===== config.mk =====
export PLATFORM = sky130hd
export DESIGN_NAME = uart_tx_drain
export DESIGN_NICKNAME = d
export VERILOG_FILES = /design/src/rtl/uart_tx_drain.sv
export SDC_FILE = /design/constraint.sdc
export NUM_CORES = 1
export LEC_CHECK = 0
export BUFFER_PORTS_ARGS = -buffer_cell sky130_fd_sc_hd__clkbuf_2
export CORE_MARGIN = 5
export CORE_UTILIZATION = 29
export DETAILED_ROUTE_END_ITERATION = 16
export GPL_ROUTABILITY_DRIVEN = 0
export SLEW_MARGIN = 20
export SYNTH_ARGS = -nofsm -noshare
export SYNTH_HDL_FRONTEND = slang
export SYNTH_SLANG_ARGS = --single-unit

===== constraint.sdc =====
create_clock -name clk_i -period 6.6 [get_ports clk_i]
set_input_delay 0.33 -clock clk_i [delete_from_list [all_inputs] [get_ports clk_i]]
set_output_delay 0.33 -clock clk_i [all_outputs]
set_load 0.02 [all_outputs]

===== src/rtl/uart_tx_drain.sv =====
// Drains a buffer over a UART line: each valid entry becomes one start/data/stop
// frame; the first invalid entry ends the transfer early, and a full drain pulses clr_o.
module uart_tx_drain #(
    parameter int BUFFER_DEPTH = 256,
    parameter int BUFFER_WIDTH = 8,
    parameter int ADDR_WIDTH   = 8,
    parameter int CLKS_PER_BIT = 868
) (
    input  logic                  clk_i,
    input  logic                  rst_i,
    input  logic                  start_i,
    input  logic [ADDR_WIDTH:0]   len_i,
    output logic [ADDR_WIDTH:0]   raddr_o,
    input  logic [BUFFER_WIDTH:0] rdata_i,
    output logic                  tx_o,
    output logic                  busy_o,
    output logic                  done_o,
    output logic                  clr_o,
    output logic [ADDR_WIDTH:0]   count_o
);

    localparam int CNT_W = (CLKS_PER_BIT > 1) ? $clog2(CLKS_PER_BIT) : 1;
    localparam int BIT_W = (BUFFER_WIDTH > 1) ? $clog2(BUFFER_WIDTH) : 1;

    localparam logic [ADDR_WIDTH:0] DEPTH_LIMIT = (ADDR_WIDTH + 1)'(BUFFER_DEPTH);
    localparam logic [ADDR_WIDTH:0] IDX_ONE     = (ADDR_WIDTH + 1)'(1);
    localparam logic [CNT_W-1:0]    CNT_LAST    = CNT_W'(CLKS_PER_BIT - 1);
    localparam logic [CNT_W-1:0]    CNT_ONE     = CNT_W'(1);
    localparam logic [BIT_W-1:0]    BIT_LAST    = BIT_W'(BUFFER_WIDTH - 1);
    localparam logic [BIT_W-1:0]    BIT_ONE     = BIT_W'(1);

    typedef enum logic [2:0] {
        IDLE,
        FETCH,
        START,
        DATA,
        STOP,
        DONE
    } state_t;

    state_t                  state_q, state_n;
    logic [ADDR_WIDTH:0]     index_q, index_n;
    logic [ADDR_WIDTH:0]     len_q, len_n;
    logic [ADDR_WIDTH:0]     count_q, count_n;
    logic [BUFFER_WIDTH-1:0] shift_q, shift_n;
    logic [CNT_W-1:0]        clk_cnt_q, clk_cnt_n;
    logic [BIT_W-1:0]        bit_cnt_q, bit_cnt_n;
    logic                    tx_q, tx_n;
    logic                    busy_q, busy_n;
    logic                    done_q, done_n;
    logic                    clr_q, clr_n;

    // Outputs are flops loaded from the next-state values, so each output is
    // already valid in the first cycle of the state it belongs to.
    always_ff @(posedge clk_i) begin
        if (rst_i) begin
            state_q   <= IDLE;
            index_q   <= '0;
            len_q     <= '0;
            count_q   <= '0;
            shift_q   <= '0;
            clk_cnt_q <= '0;
            bit_cnt_q <= '0;
            tx_q      <= 1'b1;
            busy_q    <= 1'b0;
            done_q    <= 1'b0;
            clr_q     <= 1'b0;
        end else begin
            state_q   <= state_n;
            index_q   <= index_n;
            len_q     <= len_n;
            count_q   <= count_n;
            shift_q   <= shift_n;
            clk_cnt_q <= clk_cnt_n;
            bit_cnt_q <= bit_cnt_n;
            tx_q      <= tx_n;
            busy_q    <= busy_n;
            done_q    <= done_n;
            clr_q     <= clr_n;
        end
    end

    always_comb begin
        state_n   = state_q;
        index_n   = index_q;
        len_n     = len_q;
        count_n   = count_q;
        shift_n   = shift_q;
        clk_cnt_n = clk_cnt_q;
        bit_cnt_n = bit_cnt_q;

        unique case (state_q)
            IDLE: begin
                if (start_i) begin
                    index_n   = '0;
                    count_n   = '0;
                    len_n     = (len_i > DEPTH_LIMIT) ? DEPTH_LIMIT : len_i;
                    clk_cnt_n = '0;
                    bit_cnt_n = '0;
                    state_n   = (len_n == '0) ? DONE : FETCH;
                end
            end

            FETCH: begin
                clk_cnt_n = '0;
                bit_cnt_n = '0;
                if (rdata_i[0]) begin
                    shift_n = rdata_i[BUFFER_WIDTH:1];
                    state_n = START;
                end else begin
                    state_n = DONE;
                end
            end

            START: begin
                if (clk_cnt_q == CNT_LAST) begin
                    clk_cnt_n = '0;
                    state_n   = DATA;
                end else begin
                    clk_cnt_n = clk_cnt_q + CNT_ONE;
                end
            end

            // The line always carries shift_q[0]; shifting at each bit boundary
            // presents the next data bit LSB first.
            DATA: begin
                if (clk_cnt_q == CNT_LAST) begin
                    clk_cnt_n = '0;
                    if (bit_cnt_q == BIT_LAST) begin
                        state_n = STOP;
                    end else begin
                        bit_cnt_n = bit_cnt_q + BIT_ONE;
                        shift_n   = shift_q >> 1;
                    end
                end else begin
                    clk_cnt_n = clk_cnt_q + CNT_ONE;
                end
            end

            STOP: begin
                if (clk_cnt_q == CNT_LAST) begin
                    clk_cnt_n = '0;
                    count_n   = count_q + IDX_ONE;
                    index_n   = index_q + IDX_ONE;
                    state_n   = (index_n == len_q) ? DONE : FETCH;
                end else begin
                    clk_cnt_n = clk_cnt_q + CNT_ONE;
                end
            end

            DONE: begin
                state_n = IDLE;
            end

            default: begin
                state_n = IDLE;
            end
        endcase

        tx_n = 1'b1;
        if (state_n == START) begin
            tx_n = 1'b0;
        end else if (state_n == DATA) begin
            tx_n = shift_n[0];
        end

        // A clear is only safe when every requested entry actually went out.
        busy_n = (state_n != IDLE);
        done_n = (state_n == DONE);
        clr_n  = done_n && (count_n == len_n) && (len_n != '0);
    end

    assign raddr_o = index_q;
    assign count_o = count_q;
    assign tx_o    = tx_q;
    assign busy_o  = busy_q;
    assign done_o  = done_q;
    assign clr_o   = clr_q;

endmodule

* Word-level counts from Yosys, hierarchy flattened
Index checks and enable logic that the tools add are counted.
** Storage, ports and cells
- Register bits :: 55
- Bits of input ports :: 21
- Output and inout port bits :: 22
- Logic and storage cells :: 79
** Cells by class
- $add $sub $neg :: 4
- Order comparisons :: 1
- Equality and inequality tests :: 16
- Muxes and demuxes :: 31
- Reduce and logical (&&, ||, !) cells :: 15
** Operators by type and width (number)
- $mux W9 :: 7
- $pmux W9 S2 :: 2
- $mux W3 :: 11
- $pmux W10 S3 :: 1
- $mux W8 :: 3
- $mux W10 :: 2
- $add A9 B1 Y9 const B :: 2
- $eq A9 B9 Y1 :: 2
- $pmux W8 S2 :: 1
- $pmux W3 S5 :: 1
- $eq A3 B2 Y1 const B :: 4
- $add A10 B1 Y10 const B :: 1
- $eq A10 B10 Y1 const B :: 1
- $ne A2 B2 Y1 const B :: 5
- $eq A3 B3 Y1 const B :: 3
- $gt A9 B9 Y1 const B :: 1
- $logic_not A9 Y1 :: 1
- $pmux W3 S3 :: 1
- $reduce_bool A3 Y1 :: 3
- $reduce_bool A9 Y1 :: 1
- $reduce_and A4 Y1 :: 2
- $reduce_bool A2 Y1 :: 2
- $add A3 B1 Y3 const B :: 1
- $eq A3 B1 Y1 const B :: 1
- other kinds (6) :: 8

* Logic depth before layout (Yosys ltp)
Gate-level depths: netlist (run 1).
- Depth after elaboration :: 9
- Depth in mapped cells :: 11
- Depth with buffers taken out :: 9

* Least setup slack after synthesis (run 1)
No wires, ideal clock.
- Path type :: register to register
- From :: register clk_cnt_q[0]
- To :: register clr_q, in the netlist clr_o
- Library setup time :: 0.103 ns
- Arrival :: 2.668 ns
- Path slack :: 3.828 ns
- Cell stages (with the launch flop) :: 11
- Period minus slack after synthesis :: 2.772 ns
- Cell sequence :: dfxtp_1 ha_1 or3b_1 buf_2 or4_1 buf_2 and3_4 a21oi_4 mux2i_1 or3_1 a2111oi_2
** On the way
- Word-level cells in the longest chain between the ends :: 6
- Elaborated cells between the ends (all ways) :: 11
** RTL lines
- from (decl) :: RTL line 46 : logic [CNT_W-1:0] clk_cnt_q, clk_cnt_n;
- from (signal assigned) :: RTL line 74 : clk_cnt_q <= clk_cnt_n;
- $eq A10 B10 Y1 (*) :: RTL line 116, 127, 141
- $mux W9, or another cell as far along :: RTL line 141 : if (clk_cnt_q == CNT_LAST) begin
- $pmux W9 S2 / $pmux W3 S5 (equally long branches) :: RTL line 92 : unique case (state_q)
- $eq A9 B9 Y1 / $eq A3 B3 Y1 (equally long branches) :: RTL line 170, 169
- $logic_and A1 B1 Y1 (*) (2 in series) :: RTL line 170 : clr_n = done_n && (count_n == len_n) && (len_n != '0);
- to (signal assigned) :: RTL line 79 : clr_q <= clr_n;
- to (decl) :: RTL line 51 : logic clr_q, clr_n;
Mark *: on every way between the ends. The rest lies on a longest branch, timed or not.
A chain may end at the register's enable or synchronous reset.

* Worst setup path in the final report (run 1)
- From :: register state_q[2]
- To :: register clr_q, in the netlist clr_o
** On the way
- Word-level cells in the longest chain between the ends :: 6
- Elaborated cells between the ends (all ways) :: 18
** RTL lines
- from (decl) :: RTL line 41 : state_t state_q, state_n;
- from (signal assigned) :: RTL line 69 : state_q <= state_n;
- $mux W3 :: RTL line 129 : if (bit_cnt_q == BIT_LAST) begin
- $mux W3 :: RTL line 127 : if (clk_cnt_q == CNT_LAST) begin
- $pmux W3 S5 :: RTL line 92
- $eq A3 B3 Y1 :: RTL line 169 : done_n = (state_n == DONE);
- $logic_and A1 B1 Y1 :: RTL line 170
- $logic_and A1 B1 Y1 (*) :: RTL line 170
Marked as above.

==> impl_metrics.ini, run 1 <==
[cts]
root_buffer = clkbuf_8
clk-insertion-delay-late_ps = 320
cts_tree = done
clock-sinks = 55
htreeDepth = 2
cts_resized = 0
cts_made_buffers = 5
clk_path_buf_depth = 2
path_clk_slew_ps = 110
post_cts_buffers = 0
hold_buffers = 0

[min_path]
worstHoldStart = rdata_i[8]
min_path_cells = 3
hold_path_end = shift_q[7]
holdCritPathClass = input port to flop

[critical_path]
crit_buf_inv = 0
cp_cell_sequence = or3b_1 > or4_1 > and3_4 > a21oi_4 > mux2i_1 > or3_1 > a2111oi_2
cpLargestDelayFamily = simple AND/OR/NAND/NOR gates
critical_path_class = flop to flop
worstRegToRegCells = 7
crit_path_max_fanout = 20
critPathRequiredTime_ps = 6830
crit_path_top_delay_cell = or4_1
r2r-end = clr_o
crit_path_start_kind = flop
cp-end-kind = flop
timing.critical_path.arrival_ps = 3480
cp_slowest_stage_delay_ps = 700
rrSetupSlack_ps = 3350
r2r_start = state_q[2]
worstSetupPathDepth = 7

[drt]
initialDrtViolationCount = 207
vias = 2769
ant_nets = 0
first_pass_iters = 4
routedWlPerCell_um = 14.5
routed_wl_um = 7760
viasPerCell = 5.19
drc_errors = 0

[floorplan]
die_area_mm2 = 0.0125
initial_core_util_pct = 29.5
io_pins = 43
core_area_mm2 = 0.0102
fp.dieW_um = 112
rows = 37
die_h_um = 112

[grt]
antenna_found_initial = 0
grt_max_degree = 43
grt.overflow.total = 0
track_usage_pct = 12.7
grt_pass1_wl_um = 13400
grt_pass1_vias = 2743

[logic_synthesis]
syn_area_mm2 = 0.00300
syn_area_per_cell_um2 = 8.15
synth_top_area_share_pct = 36.7
synth_edf_count = 0
yosys_warnings = 0
ys_ff_latch = 55
ys_top_cells_by_area = dfxtp_1, nor2_1, xnor2_1, a21oi_1, xor2_1
synth_fp_nets = 394
synthArstFlopShare_pct = 0
yosys.cell_types.count = 54
ys_seq_area_share_pct = 36.7
synth_flop_cell = dfxtp_1
synth_top_area_cell = dfxtp_1
synthCells = 368

[timing]
period_needed_ps = 3250
post-route-period-util_pct = 49.2
finalSetupViolCount = 0
worst_pin_slew_ps = 950
grt_setup_unrepaired = no
final-hold-violation-count = 0
fin_ws_ps = 3350
skew_ps = 18.6
final_max_slew_viol_count = 0
max_freq_ghz = 0.308
fin_setup_tns_ps = 0
maxSlewHeadroom_pct = 36.6

[layout]
layout.nets = 423
final_cell_mix = nor2_1, dfxtp_1, clkbuf_2, a21oi_1, nand2_1
syn_to_final_growth_pct = 13.5
layout-drive-gt1-share_pct = 14.6
diodes = 0
instances_no_fill = 534
final_common_cell = nor2_1

[power_and_ir_drop]
p_leak_nw = 1.30
power_density_mw_per_mm2 = 190
peakVddDrop_mv = 0.0779
power_mw = 0.647

[placed_design]
place.detailed.hpwl_um = 5670
place_ws_ps = 3370
io_buffers = 42
dp_cells = 526

[outcome]
status = complete, no violations

[job]
cap_violations = 0
[sequential cells by signal (all words and copies together), names as in the netlist]
signal,flops
clr_o,1
done_o,1
tx_o,1
state_q,3
clk_cnt_q,10
len_q,9
count_o,9
bit_cnt_q,3
shift_q,8
raddr_o,9
busy_o,1
[worst min-delay path, cell delays in order]
cell and delay (ps):
clkbuf_2 70, a22oi_1 50, nor2_1 80
[synth_stat cells, types with 6 or more instances]
master	instances
nor2_1	64
dfxtp_1	55
a21oi_1	26
nand2_1	20
xnor2_1	19
clkbuf_1	18
o21ai_0	13
xor2_1	12
nand3_1	11
nand4_1	9
nor3b_1	9
nor4_1	9
mux2i_1	8
a222oi_1	6
and3_1	6
or3_1	6
[layer usage]
metal / vias to the layer above / track usage, % / part of all wire, %
met5: - / 0 / 0
met4: 0 / 4.38 / 1.7
met3: 9 / 2.72 / 5.4
met2: 76 / 19.8 / 44
met1: 1297 / 17.2 / 49
li1: 1387 / - / -
[metrics by stage]
step           area, um^2  hold WS [ps]  utilization [%]
2_1_floorplan        3000           409                -
3_3_place_gp         3300           473             32.4
3_5_place_dp         3300           482             32.4
4_1_cts              3400           251             33.3
5_1_grt              3400           251             33.4
6_report             3400           257             33.4
[layout make-up]
type / instances / area, um^2
multi-input cells: 290 / 1820
well taps: 136 / 170
repair buffers: 42 / 210
clock inverters: 3 / 23.8
fillers: 1126 / 6780
clock buffers: 5 / 68.8
inverters: 3 / 11.3
flip-flops and latches: 55 / 1100
[power by group]
part	switching (mW)	internal (mW)	total (mW)
combinational	0.0566	0.0383	0.0948
sequential	0.0145	0.342	0.357
clock	0.119	0.0762	0.195
[cells by family after synthesis]
family,count (synthesis),share of synthesized area [%]
and+or+nand+nor,171,29.9
AOI/OAI and AO/OA,75,16.6
DFF,55,36.7
xor gates and xnor gates,31,9.05
buffers and inverters,23,2.96
muxes,8,2.67
adders and majority gates,5,2.09
[worst max path at each step]
stage	slack, ps	end	start
global route	3180	clr_o	state_q[2]
floorplan	3830	clr_o	clk_cnt_q[0]
CTS	3370	clr_o	state_q[2]
detailed placement	3370	clr_o	state_q[2]
finish	3350	clr_o	state_q[2]
global placement	3440	clr_o	state_q[2]
No activity file was read; power rests on OpenSTA's default activity.
==> inputs of run 2 (changes only) <==
- ABC_AREA: not set -> 1
- clock period: 6.6 -> 3.2 ns (I/O delays scaled with it)
==> run 2 against run 1 <==
Clock skew down 8.9 ps; clock power rose to 2.5 times the previous value; synthesized area up 4.7%; via count up 12%; power up 150%; routed wire length up 3.3%; combinational power rose to 3.7 times the previous value; count of clock-buffer cells in the layout up 1; synthesized cell count up 33%; register-to-register slack worse by 2300 ps.
==> impl_metrics.ini, run 2 <==
[critical_path]
timing.critical_path.arrival_ps = 2400
crit_path_start_kind = flop
cp-end-kind = flop
critical_path_class = flop to flop
crit_path_max_fanout = 11
critPathRequiredTime_ps = 3450

[cts]
path_clk_slew_ps = 100
root_buffer = clkbuf_8
cts_made_buffers = 5
cts_resized = 0
hold_buffers = 0
clk-insertion-delay-late_ps = 320
cts_tree = done
clock-sinks = 55
post_cts_buffers = 0
clk_path_buf_depth = 2
htreeDepth = 2

[power_and_ir_drop]
clkPwrFrac_pct = 31.0
p_int_mw = 1.09
p_switching_mw = 0.501
peakVddDrop_mv = 0.178
p_leak_nw = 1.57
power_density_mw_per_mm2 = 443
comb_power_share_pct = 21.9
power_mw = 1.59
seq_power_share_pct = 47.1
p_sw_share_pct = 31.6

[timing]
finalSetupViolCount = 0
final_max_slew_viol_count = 0
max_freq_ghz = 0.465
grt_setup_unrepaired = no
maxSlewHeadroom_pct = 42.3
post-route-period-util_pct = 67.2
final-hold-violation-count = 0
fin_setup_tns_ps = 0
skew_ps = 9.71
period_needed_ps = 2150
worst_pin_slew_ps = 865
worst_hold_slack_ps = 68.7

[logic_synthesis]
synthTopCellsByCount = nand2_1, nor2_1, dfxtp_1, inv_1, nand3_1
synth.most_common_cell = nand2_1
synth_edf_count = 0
yosys.cell_types.count = 39
ys_ff_latch = 55
synthArstFlopShare_pct = 0
synth_top_area_share_pct = 35.0
syn_area_mm2 = 0.00314
ys_seq_area_share_pct = 35.0
syn_area_per_cell_um2 = 6.44
synth_top_area_cell = dfxtp_1
synthCells = 488
synth_flop_cell = dfxtp_1
synth_fp_nets = 514
ys_top_cells_by_area = dfxtp_1, nand2_1, nor2_1, inv_1, nand3_1
yosys_warnings = 0

[grt]
track_usage_pct = 12.6
grt_max_degree = 43
grt_pass1_wl_um = 13600
grt_pass1_vias = 2947
grt.overflow.total = 0
antenna_found_initial = 0

[floorplan]
io_pins = 43
initial_core_util_pct = 29.2
die_area_mm2 = 0.0130
core_area_mm2 = 0.0107
fp.dieW_um = 114
die_h_um = 114
rows = 38

[layout]
regMostFlops = clk_cnt_q
layout.nets = 554
diodes = 0
final_cell_mix = nand2_1, nor2_1, dfxtp_1, inv_1, clkbuf_2
syn_to_final_growth_pct = 14.2
final_common_cell = nand2_1
multi_input_area_mm2 = 0.00176
finish.instance_area_mm2 = 0.00359
layout-drive-gt1-share_pct = 13.2
fillers = 1217
largest_reg_flops = 10
regArea_mm2 = 0.00110

[drt]
initialDrtViolationCount = 226
routedWlPerCell_um = 12.0
wl_met3_um = 333
drc_errors = 0
viasPerCell = 4.64
maxUsedRoutingLayer = met4
vias = 3102
drt-met1-wl_um = 3930
routed_wl_um = 8010
first_pass_iters = 5
route.met2.wl_um = 3640
ant_nets = 0

[placed_design]
place_area_mm2 = 0.00347
io_buffers = 42
place.detailed.hpwl_um = 6290

[outcome]
status = complete, no violations

[min_path]
holdCritPathClass = input port to flop

[job]
cap_violations = 0
[run 2: cell types whose count changed after synthesis, sizes merged, moves of 8 or more]
cell and change:
mux2i -8, nor4 -8, inv +54, nand2 +143, nand3 +15, clkbuf -14, xnor2 -16
[run 2: critical path, cell delays in order, from the launching register on]
cell and delay (ps):
dfxtp_1 590, inv_1 130, nor2_2 400, nand2_2 180
nand2_1 200, nor3_1 100, inv_1 60, nand2_1 50
nor2_1 160, nand2_1 120, nor2_1 110
[run 2: routing by layer]
metal	track usage [%]	vias up
met5	0	-
li1	-	1629
met2	20.3	63
met1	17.3	1402
met3	2.54	8
met4	3.40	0
[run 2: logic make-up after synthesis]
| group | count (synthesis) | share of synthesized area (%) |
|---|---|---|
| flops | 55 | 35.0 |
| compound gates | 59 | 10.7 |
| simple gates | 288 | 39.9 |
| xor+xnor | 12 | 3.35 |
| buf+inv | 69 | 9.04 |
| fa+ha+maj | 5 | 1.99 |
[run 2: worst paths after layout]
kind                    from          to  slack, ps  cells after the start
setup / recovery  state_q[2]       clr_o       1050                     10
hold / removal    rdata_i[8]  shift_q[7]         70                      3
setup reg to reg  state_q[2]       clr_o       1050                     10
hold reg to reg   shift_q[7]  shift_q[7]        470                      2
[run 2: layout make-up]
type	count	share of cell area, %
multi-input cells	364	49.0
flip-flops and latches	55	30.7
inverters	60	6.35
repair buffers	42	5.86
well taps	140	4.88
clock buffers	6	2.30
clock inverters	2	0.976
[run 2: power by group through the flow]
stage,clock (mW),sequential [mW],combinational [mW]
after floorplan,0,0.757,0.265
after global routing,0.526,0.753,0.394
after detailed placement,0,0.763,0.348
after global placement,0,0.762,0.342
after CTS,0.506,0.747,0.349
final,0.493,0.748,0.348
[run 2: metrics by stage]
| stage | setup slack, ps | util, % | instances |
|---|---|---|---|
| finish | 1050 | 33.4 | 669 |
| CTS | 1070 | 33.4 | 669 |
| detailed placement | 1100 | 32.3 | 661 |
| floorplan | 1370 | - | 488 |
| global route | 862 | 33.4 | 669 |
| global placement | 1160 | 32.3 | 661 |
==> inputs of run 3 (changes only) <==
- clock period: 3.2 -> 1.8 ns (I/O delays scaled with it)
==> run 3 against run 2 <==
The flow now finishes with violations (negative setup slack); sequential power increased by 78%; global-route usage increased by 0.91 points; critical path depth increased by 3; final cell count increased by 7.3%; utilization increased by 4.4 points; worst setup slack got worse by 1100 ps; power increased by 74%; hold slack got worse by 39 ps; register-to-register slack got worse by 1100 ps; maximum frequency increased by 15%; clock power increased by 31%; largest power group unchanged; highest routed layer unchanged.
==> impl_metrics.ini, run 3 (synthesis gave the netlist of run 2 again) <==
[timing]
max_freq_ghz = 0.536
grt_setup_unrepaired = yes
skew_ps = 9.31
worst_hold_slack_ps = 29.7
fin_setup_tns_ps = -364
final-hold-violation-count = 0
finalSetupViolCount = 9
period_needed_ps = 1870
worst_pin_slew_ps = 487
post-route-period-util_pct = 104
maxSlewHeadroom_pct = 67.2
fin_ws_ps = -67.3
final_max_slew_viol_count = 0

[cts]
hold_buffers = 0
path_clk_slew_ps = 90
cts_tree = done
cts_made_buffers = 5
clk-insertion-delay-late_ps = 300
clk_path_buf_depth = 2
root_buffer = clkbuf_8
htreeDepth = 2
clock-sinks = 55

[drt]
routedWlPerCell_um = 11.9
vias = 3326
viasPerCell = 4.63
drc_errors = 0
first_pass_iters = 4
ant_nets = 0
initialDrtViolationCount = 218
routed_wl_um = 8570

[job]
cap_violations = 0

[critical_path]
crit_path_max_fanout = 5
worstSetupPathDepth = 13
cp_slowest_stage_delay_ps = 370
crit_path_top_delay_cell = dfxtp_2
crit_buf_inv = 2
cpLargestDelayFamily = simple AND/OR/NAND/NOR gates
cp-end-kind = flop
worstRegToRegCells = 13
cp_cell_sequence = ha_4 > inv_2 > nor2_4 > inv_4 > nor2_4 > nand4_1 > o21ai_2 > nand2_1 > nand2_1 > nand2_1 > nor2_2 > nand3_1 > nor2_1
cpMostUsedCell = nand2_1
timing.critical_path.arrival_ps = 2120
critical_path_class = flop to flop
critPathRequiredTime_ps = 2050
crit_path_start_kind = flop

[grt]
grt.overflow.total = 0
antenna_found_initial = 0
grt_pass1_wl_um = 14400
grt_pass1_vias = 3220
track_usage_pct = 13.5
grt_max_degree = 23

[layout]
fillers = 1186
syn_to_final_growth_pct = 29.1
multi_input_area_mm2 = 0.00187
regMostFlops = clk_cnt_q
regArea_mm2 = 0.00111
layout.nets = 605
largest_reg_flops = 10
final_cell_mix = nand2_1, nor2_1, inv_1, dfxtp_1, buf_4
finish.instance_area_mm2 = 0.00406
diodes = 0
layout-drive-gt1-share_pct = 24.9
final_common_cell = nand2_1

[power_and_ir_drop]
power_density_mw_per_mm2 = 682
peakVddDrop_mv = 0.337
p_leak_nw = 1.84

[floorplan]
initial_core_util_pct = 29.2
die_h_um = 114
core_area_mm2 = 0.0107
fp.dieW_um = 114
rows = 38
die_area_mm2 = 0.0130
io_pins = 43

[placed_design]
place.detailed.hpwl_um = 6660
place_area_mm2 = 0.00381
io_buffers = 42

[outcome]
status = finished, violations left
violations = negative setup slack

[min_path]
min_path_cells = 3
holdCritPathClass = input port to flop
==> run 3: cell types whose count changed in the layout (fill, tap and decap cells not counted), moves of 4 or more <==
cell | before | now
buf_4 | 0 | 49
dfxtp_2 | 0 | 5
nor2_2 | 2 | 7
nand2_2 | 3 | 7
nand2_1 | 159 | 153
nor2_4 | 3 | 7
nor2_1 | 62 | 54
dfxtp_1 | 55 | 50
==> run 3: worst paths after layout <==
kind	slack, ps	end	from
setup / recovery	-70	clr_o	clk_cnt_q[0]
hold / removal	30	shift_q[7]	rdata_i[8]
setup reg to reg	-70	clr_o	clk_cnt_q[0]
hold reg to reg	470	shift_q[7]	shift_q[7]
==> run 3: final cells by class <==
cell class	count	area share (%)
sequential	55	27.3
multi-input combinational	365	46.2
inverter	60	5.68
timing repair buffer	92	14.7
clock buffer	6	1.79
tap	140	4.32
==> run 3: power breakdown <==
group | switching, mW | internal, mW | total, mW
Combinational | 0.476 | 0.318 | 0.794
Sequential | 0.0482 | 1.28 | 1.33
Clock | 0.383 | 0.261 | 0.644
Total | 0.907 | 1.86 | 2.76
==> run 3: timing repair <==
item                                    in CTS  in global routing
pin swaps                                    1                 12
endpoints found under the setup margin      15                 30
setup buffers                                0                  6
gates cloned                                 1                  0
gates resized for setup                      6                 30
==> run 3: routing by layer <==
metal	vias to the layer above	wire, um	global-route usage, %
li1	1732	-	-
met1	1514	4200	18.2
met2	71	3930	22.1
met3	9	359	2.64
met4	0	87	3.48
met5	-	0	1.18
==> run 3: per-stage QoR <==
step / setup WS (ps) / util (%) / total power, mW / instances
2_1_floorplan: 13.0 / - / 1.82 / 488
3_3_place_gp: -23.6 / 35.5 / 2.07 / 705
3_5_place_dp: -80.9 / 35.5 / 2.08 / 705
4_1_cts: -14.1 / 36.5 / 2.74 / 712
5_1_grt: -213 / 37.8 / 2.95 / 718
6_report: -67.3 / 37.8 / 2.76 / 718
==> run 3: tightest hold or removal path: stages <==
cell and delay (ps):
clkbuf_2 80, nand2_1 50, a21oi_1 60
